===== src/rtl/countdown_timer.sv =====
// Min:sec countdown timer with preset load, start/stop control and expiry flag.
// One decrement per TICK_DIV clocks while running; alarm pulses once on reaching 00:00.
module countdown_timer #(
  parameter int unsigned TICK_DIV = 1
) (
  input  logic       clk,
  input  logic       reset,
  input  logic       load,
  input  logic [5:0] load_min,
  input  logic [5:0] load_sec,
  input  logic       start,
  input  logic       stop,
  output logic [5:0] min,
  output logic [5:0] sec,
  output logic       running,
  output logic       done,
  output logic       alarm
);

  localparam int unsigned PW = (TICK_DIV > 1) ? $clog2(TICK_DIV) : 1;
  localparam logic [PW-1:0] TICK_LAST = PW'(TICK_DIV - 1);

  typedef enum logic [1:0] {
    IDLE    = 2'd0,
    RUN     = 2'd1,
    PAUSE   = 2'd2,
    EXPIRED = 2'd3
  } state_e;

  state_e        state_q, state_d;
  logic [5:0]    min_q, min_d;
  logic [5:0]    sec_q, sec_d;
  logic [PW-1:0] presc_q, presc_d;
  logic          running_q, running_d;
  logic          done_q, done_d;
  logic          alarm_q, alarm_d;

  logic          tick_s;
  logic          nonzero_s;
  logic [5:0]    dec_min_s;
  logic [5:0]    dec_sec_s;

  function automatic logic [5:0] clamp59(input logic [5:0] v);
    return (v > 6'd59) ? 6'd59 : v;
  endfunction

  assign tick_s    = (state_q == RUN) && (presc_q == TICK_LAST);
  assign nonzero_s = (min_q != 6'd0) || (sec_q != 6'd0);

  // Borrow from minutes when seconds are exhausted; min never goes below zero.
  always_comb begin
    dec_min_s = min_q;
    dec_sec_s = sec_q;
    if (sec_q != 6'd0) begin
      dec_sec_s = sec_q - 6'd1;
    end else if (min_q != 6'd0) begin
      dec_sec_s = 6'd59;
      dec_min_s = min_q - 6'd1;
    end else begin
      dec_sec_s = 6'd0;
    end
  end

  // Next-state logic: load > stop > start, then ticking while in RUN.
  always_comb begin
    state_d   = state_q;
    min_d     = min_q;
    sec_d     = sec_q;
    presc_d   = presc_q;
    running_d = running_q;
    done_d    = done_q;
    alarm_d   = 1'b0;

    if (load) begin
      state_d   = IDLE;
      min_d     = clamp59(load_min);
      sec_d     = clamp59(load_sec);
      presc_d   = '0;
      running_d = 1'b0;
      done_d    = 1'b0;
    end else if (stop) begin
      // A tick landing on the same edge as stop is dropped.
      if (state_q == RUN) begin
        state_d   = PAUSE;
        presc_d   = '0;
        running_d = 1'b0;
      end else begin
        state_d = state_q;
      end
    end else if (start && ((state_q == IDLE) || (state_q == PAUSE)) && nonzero_s) begin
      state_d   = RUN;
      presc_d   = '0;
      running_d = 1'b1;
    end else if (state_q == RUN) begin
      if (tick_s) begin
        presc_d = '0;
        min_d   = dec_min_s;
        sec_d   = dec_sec_s;
        if ((dec_min_s == 6'd0) && (dec_sec_s == 6'd0)) begin
          state_d   = EXPIRED;
          running_d = 1'b0;
          done_d    = 1'b1;
          alarm_d   = 1'b1;
        end else begin
          state_d = RUN;
        end
      end else begin
        presc_d = presc_q + PW'(1);
      end
    end else begin
      presc_d = presc_q;
    end
  end

  // State and output registers.
  always_ff @(posedge clk or negedge reset) begin
    if (!reset) begin
      state_q   <= IDLE;
      min_q     <= 6'd0;
      sec_q     <= 6'd0;
      presc_q   <= '0;
      running_q <= 1'b0;
      done_q    <= 1'b0;
      alarm_q   <= 1'b0;
    end else begin
      state_q   <= state_d;
      min_q     <= min_d;
      sec_q     <= sec_d;
      presc_q   <= presc_d;
      running_q <= running_d;
      done_q    <= done_d;
      alarm_q   <= alarm_d;
    end
  end

  assign min     = min_q;
  assign sec     = sec_q;
  assign running = running_q;
  assign done    = done_q;
  assign alarm   = alarm_q;

endmodule


===== config.mk =====
export PLATFORM = sky130hd
export DESIGN_NAME = countdown_timer
export DESIGN_NICKNAME = d
export VERILOG_FILES = /design/src/rtl/countdown_timer.sv
export SDC_FILE = /design/constraint.sdc
export NUM_CORES = 1
export LEC_CHECK = 0
export BUFFER_PORTS_ARGS = -buffer_cell sky130_fd_sc_hd__buf_2
export CORE_UTILIZATION = 30
export CTS_BUF_LIST = sky130_fd_sc_hd__clkbuf_8
export CTS_CLUSTER_DIAMETER = 150
export DETAILED_ROUTE_END_ITERATION = 8
export HOLD_SLACK_MARGIN = 0.12
export MAX_ROUTING_LAYER = met4
export PLACE_DENSITY_LB_ADDON = 0.1
export SYNTH_ARGS = -nofsm -noshare
export SYNTH_HDL_FRONTEND = slang
export SYNTH_SLANG_ARGS = --single-unit

===== constraint.sdc =====
create_clock -name clk -period 2.4 [get_ports clk]
set_input_delay 0.72 -clock clk [delete_from_list [all_inputs] [get_ports clk]]
set_output_delay 0.72 -clock clk [all_outputs]
set_load 0.005 [all_outputs]

==> After elaboration in Yosys (flattened, before gate mapping) <==
Cells that the tools add are included.
{ "totals": {"register_bits": 18, "input_bits": 17, "output_inout_bits": 15, "wordCells": 87} }
{ "classes": {"addsub": 3, "order_cmp": 2, "n_eq_ne": 5, "n_mux": 47, "n_bitwise": 1, "n_reduce_logical": 22} }
{ "ops": {"columns": ["cell", "count"], "rows": [
  ["$mux W6", 16],
  ["$mux W1", 24],
  ["$mux W2", 7],
  ["$gt A6 B6 Y1 const B", 2],
  ["$logic_not A6 Y1", 2],
  ["$reduce_bool A6 Y1", 2],
  ["$sub A6 B1 Y6 const B", 2],
  ["$reduce_and A4 Y1", 2],
  ["$reduce_bool A4 Y1", 2],
  ["$reduce_bool A2 Y1", 3],
  ["$reduce_and A5 Y1", 1],
  ["$logic_and A1 B1 Y1", 4],
  ["$ne A2 B2 Y1 const B", 2],
  ["$ne A3 B2 Y1 const B", 1],
  ["$reduce_and A3 Y1", 1],
  ["$reduce_bool A3 Y1", 1],
  ["$eq A2 B1 Y1 const B", 1],
  ["$eq A2 B2 Y1 const B", 1],
  ["$logic_not A2 Y1", 1],
  ["$logic_or A1 B1 Y1", 2],
  ["$reduce_and A2 Y1", 1],
  ["$add A1 B1 Y1 const B", 1],
  ["$not A1 Y1", 1]
]} }

==> Longest topological paths before layout <==
Gate-level depths: netlist of the first run.
{ "depth": {"word_depth": 11, "depth_mapped": 8} }

==> Worst setup path after synthesis of the first run <==
Ideal clock, no wire load.
{ "synth_timing": {"path_type": "reg-to-reg", "from": "register sec_q[0] (netlist: sec[0])", "to": "register running_q (netlist: running)", "arrival_ns": 1.902, "required_time_ns": 2.280, "setup_slack_ns": 0.379, "path_stages_with_launch": 9, "path_buffers": 0, "period_less_slack_ns": 2.021, "cell_sequence": "dfrtp_1 -> inv_1 -> ha_1 -> nor3b_4 -> nand4b_1 -> mux2i_1 -> and4_1 -> nand3_2 -> a31o_1"} }
{ "synth_via": {"elab_chain_len": 6, "word_cells_on_any_way": 16, "classes_between": "add/sub (1); mux (5); reduce/logical (10)"} }
{ "synth_rtl": {"columns": ["element", "line_no", "text"], "rows": [
  ["start, declared", "32", "logic [5:0] sec_q, sec_d;"],
  ["start signal, assigned", "120", "sec_q <= 6'd0;"],
  ["start signal, assigned", "128", "sec_q <= sec_d;"],
  ["$sub A6 B1 Y6 or $reduce_bool A6 Y1 (tied branches)", "55, 48, 54", null],
  ["$mux W6 or $logic_or A1 B1 Y1 (tied branches)", "54, 48", null],
  ["$logic_not A6 Y1 or $logic_and A1 B1 Y1 (tied branches)", "99, 90", null],
  ["$logic_and A1 B1 Y1 or $mux W1 (tied branches)", "99, 90", null],
  ["$reduce_bool A4 Y1 (no line) or $mux W1 (tied branches)", null, null],
  ["$reduce_and A4 Y1 (no line) or $mux W1 (tied branches)", null, null],
  ["end signal, assigned", "130", "running_q <= running_d;"],
  ["end, declared", "34", "logic running_q, running_d;"]
]} }
Parallel ways exist; a longest one is shown, timed or not.
A chain may end at the register's enable or synchronous reset.

==> Worst setup path in the final report of the first run <==
Same ends and word-level chain as after synthesis.

==> qor.yml, run 1 <==
dpl-instance-area_mm2: 0.00144
synth-seq-area-share_pct: 37.1
place_inst: 217
io_pins: 32
maxCapViolations: 0
grt_pass1_wl_um: 5560
synth_cell_type_count: 48
htree_levels: 1
synth_area_mm2: 0.00121
cts_sinks: 18
antenna_found_initial: 0
io_buffers: 31
p_per_area_mw_per_mm2: 604
clock_skew_ns: 0.00168
cp_max_fo: 8
vias: 1213
setup_viol: 0
synthesis.nets: 157
wl_um: 3330
worst-slew-pin-transition_ns: 0.616
dieWidth_um: 65.6
period_share_pct: 91.2
grt_pass1_vias: 1187
design_area_mm2: 0.00150
period_minus_slack_ns: 2.19
r2r_cells: 9
syn_inst: 137
cp.arrival_ns: 2.34
final_hold_viol_count: 0
rsz0062_at_grt: "false"
relSlewSlack_pct: 58.9
n_antenna_cell: 0
num_rows: 22
die_y_um: 65.6
cts_buffers: 3
p_leak_nw: 0.688
drt_iter0_markers: 70
tritoncts: "yes"
yosysTopAreaCellShare_pct: 37.1
critical_path_class: "reg -> reg"
synth_commonest_cells: "18 x dfrtp_1, 12 x nand2_1, 11 x a21oi_1, 11 x nor2_1, 10 x inv_1"
worstReg2RegEnd: "running"
syn_avg_cell_area_um2: 8.86
num-fill-cells: 384
yosys.area.top_type: "dfrtp_1"
initial_core_util_pct: 32.2
final_cells: 222
yosysMostFrequentCell: "dfrtp_1"
cp-end-kind: "flop"
clk_path_buf_depth: 2
total_power_uw: 907
insertion_delay_ns: 0.26
grt_overflow: 0
coreArea_mm2: 0.00377
vias_per_cell: 5.46
dp_hpwl_um: 2500
hp-class: "in -> async"
yosysWarnings: 0
die-area_mm2: 0.00430
slew_violations: 0
synth-edff-count: 0
finalSetupTns_ns: 0
r2r_setup_slack_ns: 0.21
async_reset_ff_share_pct: 100
cp-start-kind: "flop"
synth-seq-cells: 18
detail_route.drc_violations: 0
grt_util_all_layers_pct: 17.8
ir_drop_uv: 262
synthTopCellsByArea: "dfrtp_1 37%, a21oi_1 4.5%, nand2_1 3.7%"
drt-pass1-iter-count: 4
fmax_mhz: 457
gp_congestion: 0.816
path_clk_slew_ns: 0.07
drive_gt1_share_pct: 28.7
synthFlopType: "dfrtp_1"
clockRootBuffer: "clkbuf_8"
fin_nets: 196
ant_nets: 0
area_growth_pct: 23.8
required_ns: 2.55
wire_per_inst_um: 15.0
status: "completed"
grt_max_degree: 19
r2r_start: "sec[0]"
through the flow:
step / util [%] / worst slack, ns / hold slack [ns]
5_1_grt: 39.8 / 0.0498 / 0.428
4_1_cts: 39.4 / 0.127 / 0.403
3_5_place_dp: 38.3 / 0.139 / 0.475
6_report: 39.8 / 0.212 / 0.393
3_3_place_gp: 38.3 / 0.215 / 0.496
2_1_floorplan: - / 0.379 / 0.424
power breakdown:
group	internal, mW	switching (mW)
Combinational	0.130	0.158
Clock	0.112	0.108
Sequential	0.342	0.0575
worst max-delay path by stage:
stage | from | slack (ns) | endpoint | cells past startpoint
floorplan | sec[0] | 0.38 | running | 8
global placement | sec[0] | 0.21 | running | 8
detailed placement | sec[0] | 0.14 | running | 8
CTS | sec[0] | 0.13 | running | 8
global route | sec[0] | 0.05 | running | 9
finish | sec[0] | 0.21 | running | 9
worst max-delay path, stage by stage (launching register included):
cell     delay (ns)
dfrtp_1        0.41
inv_1          0.11
ha_2           0.24
nor3b_4        0.19
buf_4          0.18
buf_4          0.12
mux2i_1        0.25
and4_1         0.24
nand3_2        0.10
a31o_1         0.23
registers in the layout, summed over array words and instances (netlist names):
| name | flops |
|---|---|
| running | 1 |
| presc_q | 1 |
| done | 1 |
| sec | 6 |
| alarm | 1 |
| min | 6 |
| state_q | 2 |
timing repair:
item,4_1_cts,5_1_grt
endpoints found under the setup margin,0,6
hold buffers,0,0
setup buffers,0,2
gates resized for setup,0,1
kinds of logic after synthesis:
group,count (synthesis),synth area share [%]
fa+ha+maj,3,3.09
flops,18,37.1
mux,4,3.40
buf+inv,13,4.02
compound gates,47,26.8
simple gates,50,24.1
xor+xnor,2,1.44
per-layer routing:
metal | share of wire, % | routed length [µm] | GRT usage [%] | up-vias
met5 | 0 | 0 | - | -
met4 | 1.4 | 45 | 8.15 | 0
met3 | 4.1 | 137 | 2.08 | 4
met2 | 47 | 1570 | 28.0 | 30
met1 | 47 | 1580 | 22.7 | 591
li1 | - | - | - | 588
cells in the final DEF (no fill, tap or decap), drive strengths merged, types with 2 or more instances in the layout:
cell,count
o221ai,2
and3,2
mux2i,3
a22oi,3
a21oi,12
nand3,4
nor3,3
inv,11
a32oi,2
a21boi,2
o22ai,5
and4,2
nand2b,2
nor3b,2
ha,3
nor2b,4
nand4,4
nand4b,2
o211ai,2
clkbuf,3
o21ai,10
o311ai,2
nand2,12
nor2,11
buf,36
dfrtp,18
area by class of cell:
class / instances / area, µm² / area share (%)
clock buffers: 3 / 41.3 / 2.75
multi-input cells: 106 / 717 / 47.7
flip-flops and latches: 18 / 450 / 30.0
repair buffers: 36 / 193 / 12.8
inverters: 11 / 41.3 / 2.75
well taps: 48 / 60.1 / 4.00
Note: power is estimated with default switching activity, not from simulation.
==> run 2, diff against run 1 <==
--- a/config.mk
+++ b/config.mk
@@ -7,7 +7,6 @@
 export LEC_CHECK = 0
 export BUFFER_PORTS_ARGS = -buffer_cell sky130_fd_sc_hd__buf_2
 export CORE_UTILIZATION = 30
-export CTS_BUF_LIST = sky130_fd_sc_hd__clkbuf_8
 export CTS_CLUSTER_DIAMETER = 150
 export DETAILED_ROUTE_END_ITERATION = 8
 export HOLD_SLACK_MARGIN = 0.12
==> constraint.sdc (replaced) <==
create_clock -name clk -period 2.5 [get_ports clk]
set_input_delay 0.75 -clock clk [delete_from_list [all_inputs] [get_ports clk]]
set_output_delay 0.75 -clock clk [all_outputs]
set_load 0.005 [all_outputs]
==> run 2 against run 1 <==
Register-to-register slack hardly changed. Clock skew about the same. Utilization down 0.50 points. Cell area is 1.2% lower. Sequential power shrank 3%. Clock-buffer cell count grew 1. Routed wire length is 3.4% lower. Final cell count is 1.4% lower. Combinational power fell by 8.7%. First-iteration DRC count fell by 30%. Global-route usage fell by 0.18 points. Critical path depth decreased by 1. Critical path type unchanged. Largest power group unchanged.
==> qor.yml, run 2 (synthesized netlist as in run 1, its figures left out) <==
cp-start-kind: "flop"
rsz0062_at_grt: "false"
clockRootBuffer: "clkbuf_8"
grt_pass1_wl_um: 5660  # +1.7%
worst-path-buf-inv: 1  # -2
critPathTopFamily: "simple AND/OR/NAND/NOR gates"
required_ns: 2.65  # +0.10 ns
path_clk_slew_ns: 0.07  # about the same
grt_max_degree: 19  # unchanged
finalSetupTns_ns: 0  # unchanged
dieWidth_um: 65.6  # unchanged
ir_drop_uv: 312  # +19%
die_y_um: 65.6  # unchanged
tritoncts: "yes"
layout_common_cells: "31 x buf_2, 18 x dfrtp_1, 12 x nand2_1, 11 x nor2_1, 11 x a21oi_1"
post-place-ws_ns: 0.209  # +0.0696 ns
setup_viol: 0  # unchanged
holdBufCountCts: 0  # unchanged
cts_buffers: 3  # unchanged
initial_core_util_pct: 32.2  # unchanged
die-area_mm2: 0.00430  # unchanged
vias_per_cell: 5.35  # -2.1%
status: "completed"
worstPathCellList: "inv_1 > ha_1 > nor3b_4 > nand4_1 > mux2i_1 > and4_1 > nand3_2 > a31o_1"
relSlewSlack_pct: 62.0  # +3.1 points
critical_path_class: "reg -> reg"
r2r_cells: 8  # -1
drive_gt1_share_pct: 26.9  # -1.8 points
place_inst: 215  # -0.92%
crit_cells: 8  # -1
n_antenna_cell: 0  # unchanged
critical-path-max-stage-delay_ns: 0.41  # about the same
gp_congestion: 0.835  # +2.4%
clock_skew_ns: 0.00136  # -0.000322 ns
p_leak_nw: 0.677  # -1.6%
dp_hpwl_um: 2480  # -1.0%
post_cts_resized: 0  # unchanged
io_pins: 32  # unchanged
slew_violations: 0  # unchanged
detail_route.drc_violations: 0  # unchanged
r2r_start: "sec[0]"
clk_path_buf_depth: 2  # unchanged
period_minus_slack_ns: 2.30  # +0.111 ns
worstReg2RegEnd: "running"
crit_start: "sec[0]"
cts_sinks: 18  # unchanged
hp-class: "in -> async"
cp_max_fo: 8  # unchanged
grt_pass1_vias: 1149  # -3.2%
vias: 1172  # -3.4%
num_rows: 22  # unchanged
coreArea_mm2: 0.00377  # unchanged
setup_slack_ns: 0.202  # -0.0108 ns
insertion_delay_ns: 0.26  # about the same
maxCapViolations: 0  # unchanged
wl_um: 3220  # -3.4%
endpoint: "running"
wire_per_inst_um: 14.7  # -2.0%
drt_iter0_markers: 49  # -30%
cp.arrival_ns: 2.45  # +0.11 ns
period_share_pct: 91.9  # +0.79 points
htree_levels: 1  # unchanged
final_common_cell: "buf_2"
final_hold_viol_count: 0  # unchanged
antenna_found_initial: 0  # unchanged
area_growth_pct: 22.3
fmax_mhz: 435  # -4.8%
cts_setup_buffers: 0  # unchanged
io_buffers: 31  # unchanged
drt-pass1-iter-count: 4  # unchanged
cp-end-kind: "flop"
worst-slew-pin-transition_ns: 0.570  # -0.0460 ns
ant_nets: 0  # unchanged
final_cells: 219  # -1.4%
hold_slack_ns: 0.423  # +0.0299 ns
fin_nets: 192  # -2.0%
grt_util_all_layers_pct: 17.6  # -0.18 points
utilization_pct: 39.3  # -0.50 points
p_per_area_mw_per_mm2: 602  # -0.33%
r2r_setup_slack_ns: 0.20  # about the same
grt_overflow: 0  # unchanged
slowest_stage: "dfrtp_1"
==> run 2: cell count changes in the layout (fill, tap and decap cells not counted), sizes merged <==
cell / change
buf: -4
clkbuf: +1
==> run 2: metrics by stage <==
stage	power [mW]	area, µm²
floorplan	0.551	1210
global placement	0.657	1430
detailed placement	0.657	1430
CTS	0.904	1480
global route	0.956	1480
finish	0.893	1480
==> run 2: cell type report <==
| type | count | area [µm²] |
|---|---|---|
| clock buffers | 4 | 55.1 |
| fillers | 371 | 2290 |
| inverters | 11 | 41.3 |
| multi-input cells | 106 | 714 |
| flip-flops and latches | 18 | 450 |
| well taps | 48 | 60.1 |
| repair buffers | 32 | 163 |
==> run 2: power breakdown <==
part           internal (mW)  switching [mW]  total, mW  leakage, nW
logic                  0.118           0.145      0.263        0.427
registers              0.328          0.0580      0.386        0.221
clock network          0.140           0.104      0.244       0.0288
==> run 2: worst min path at each step <==
| stage | end | slack, ns | cells after the start |
|---|---|---|---|
| 5_1_grt | min[2] | 0.46 | 1 |
| 4_1_cts | min[0] | 0.44 | 1 |
| 2_1_floorplan | alarm | 0.45 | 0 |
| 3_5_place_dp | done | 0.48 | 1 |
| 3_3_place_gp | done | 0.49 | 1 |
| 6_report | min[4] | 0.42 | 1 |
==> run 2: worst register-to-register path, cell delays in order (launching register included) <==
cell	delay (ns)
dfrtp_1	0.41
inv_1	0.11
ha_1	0.26
nor3b_4	0.41
nand4_1	0.18
mux2i_1	0.25
and4_1	0.24
nand3_2	0.11
a31o_1	0.23
==> run 2: routing by layer <==
metal / track usage (%) / part of all wire, % / vias to the layer above / wire, µm
li1: - / - / 582 / -
met1: 21.7 / 46 / 561 / 1480
met2: 28.7 / 49 / 27 / 1570
met3: 4.34 / 4.6 / 2 / 148
met4: 4.08 / 0.59 / 0 / 19
met5: - / 0 / - / 0
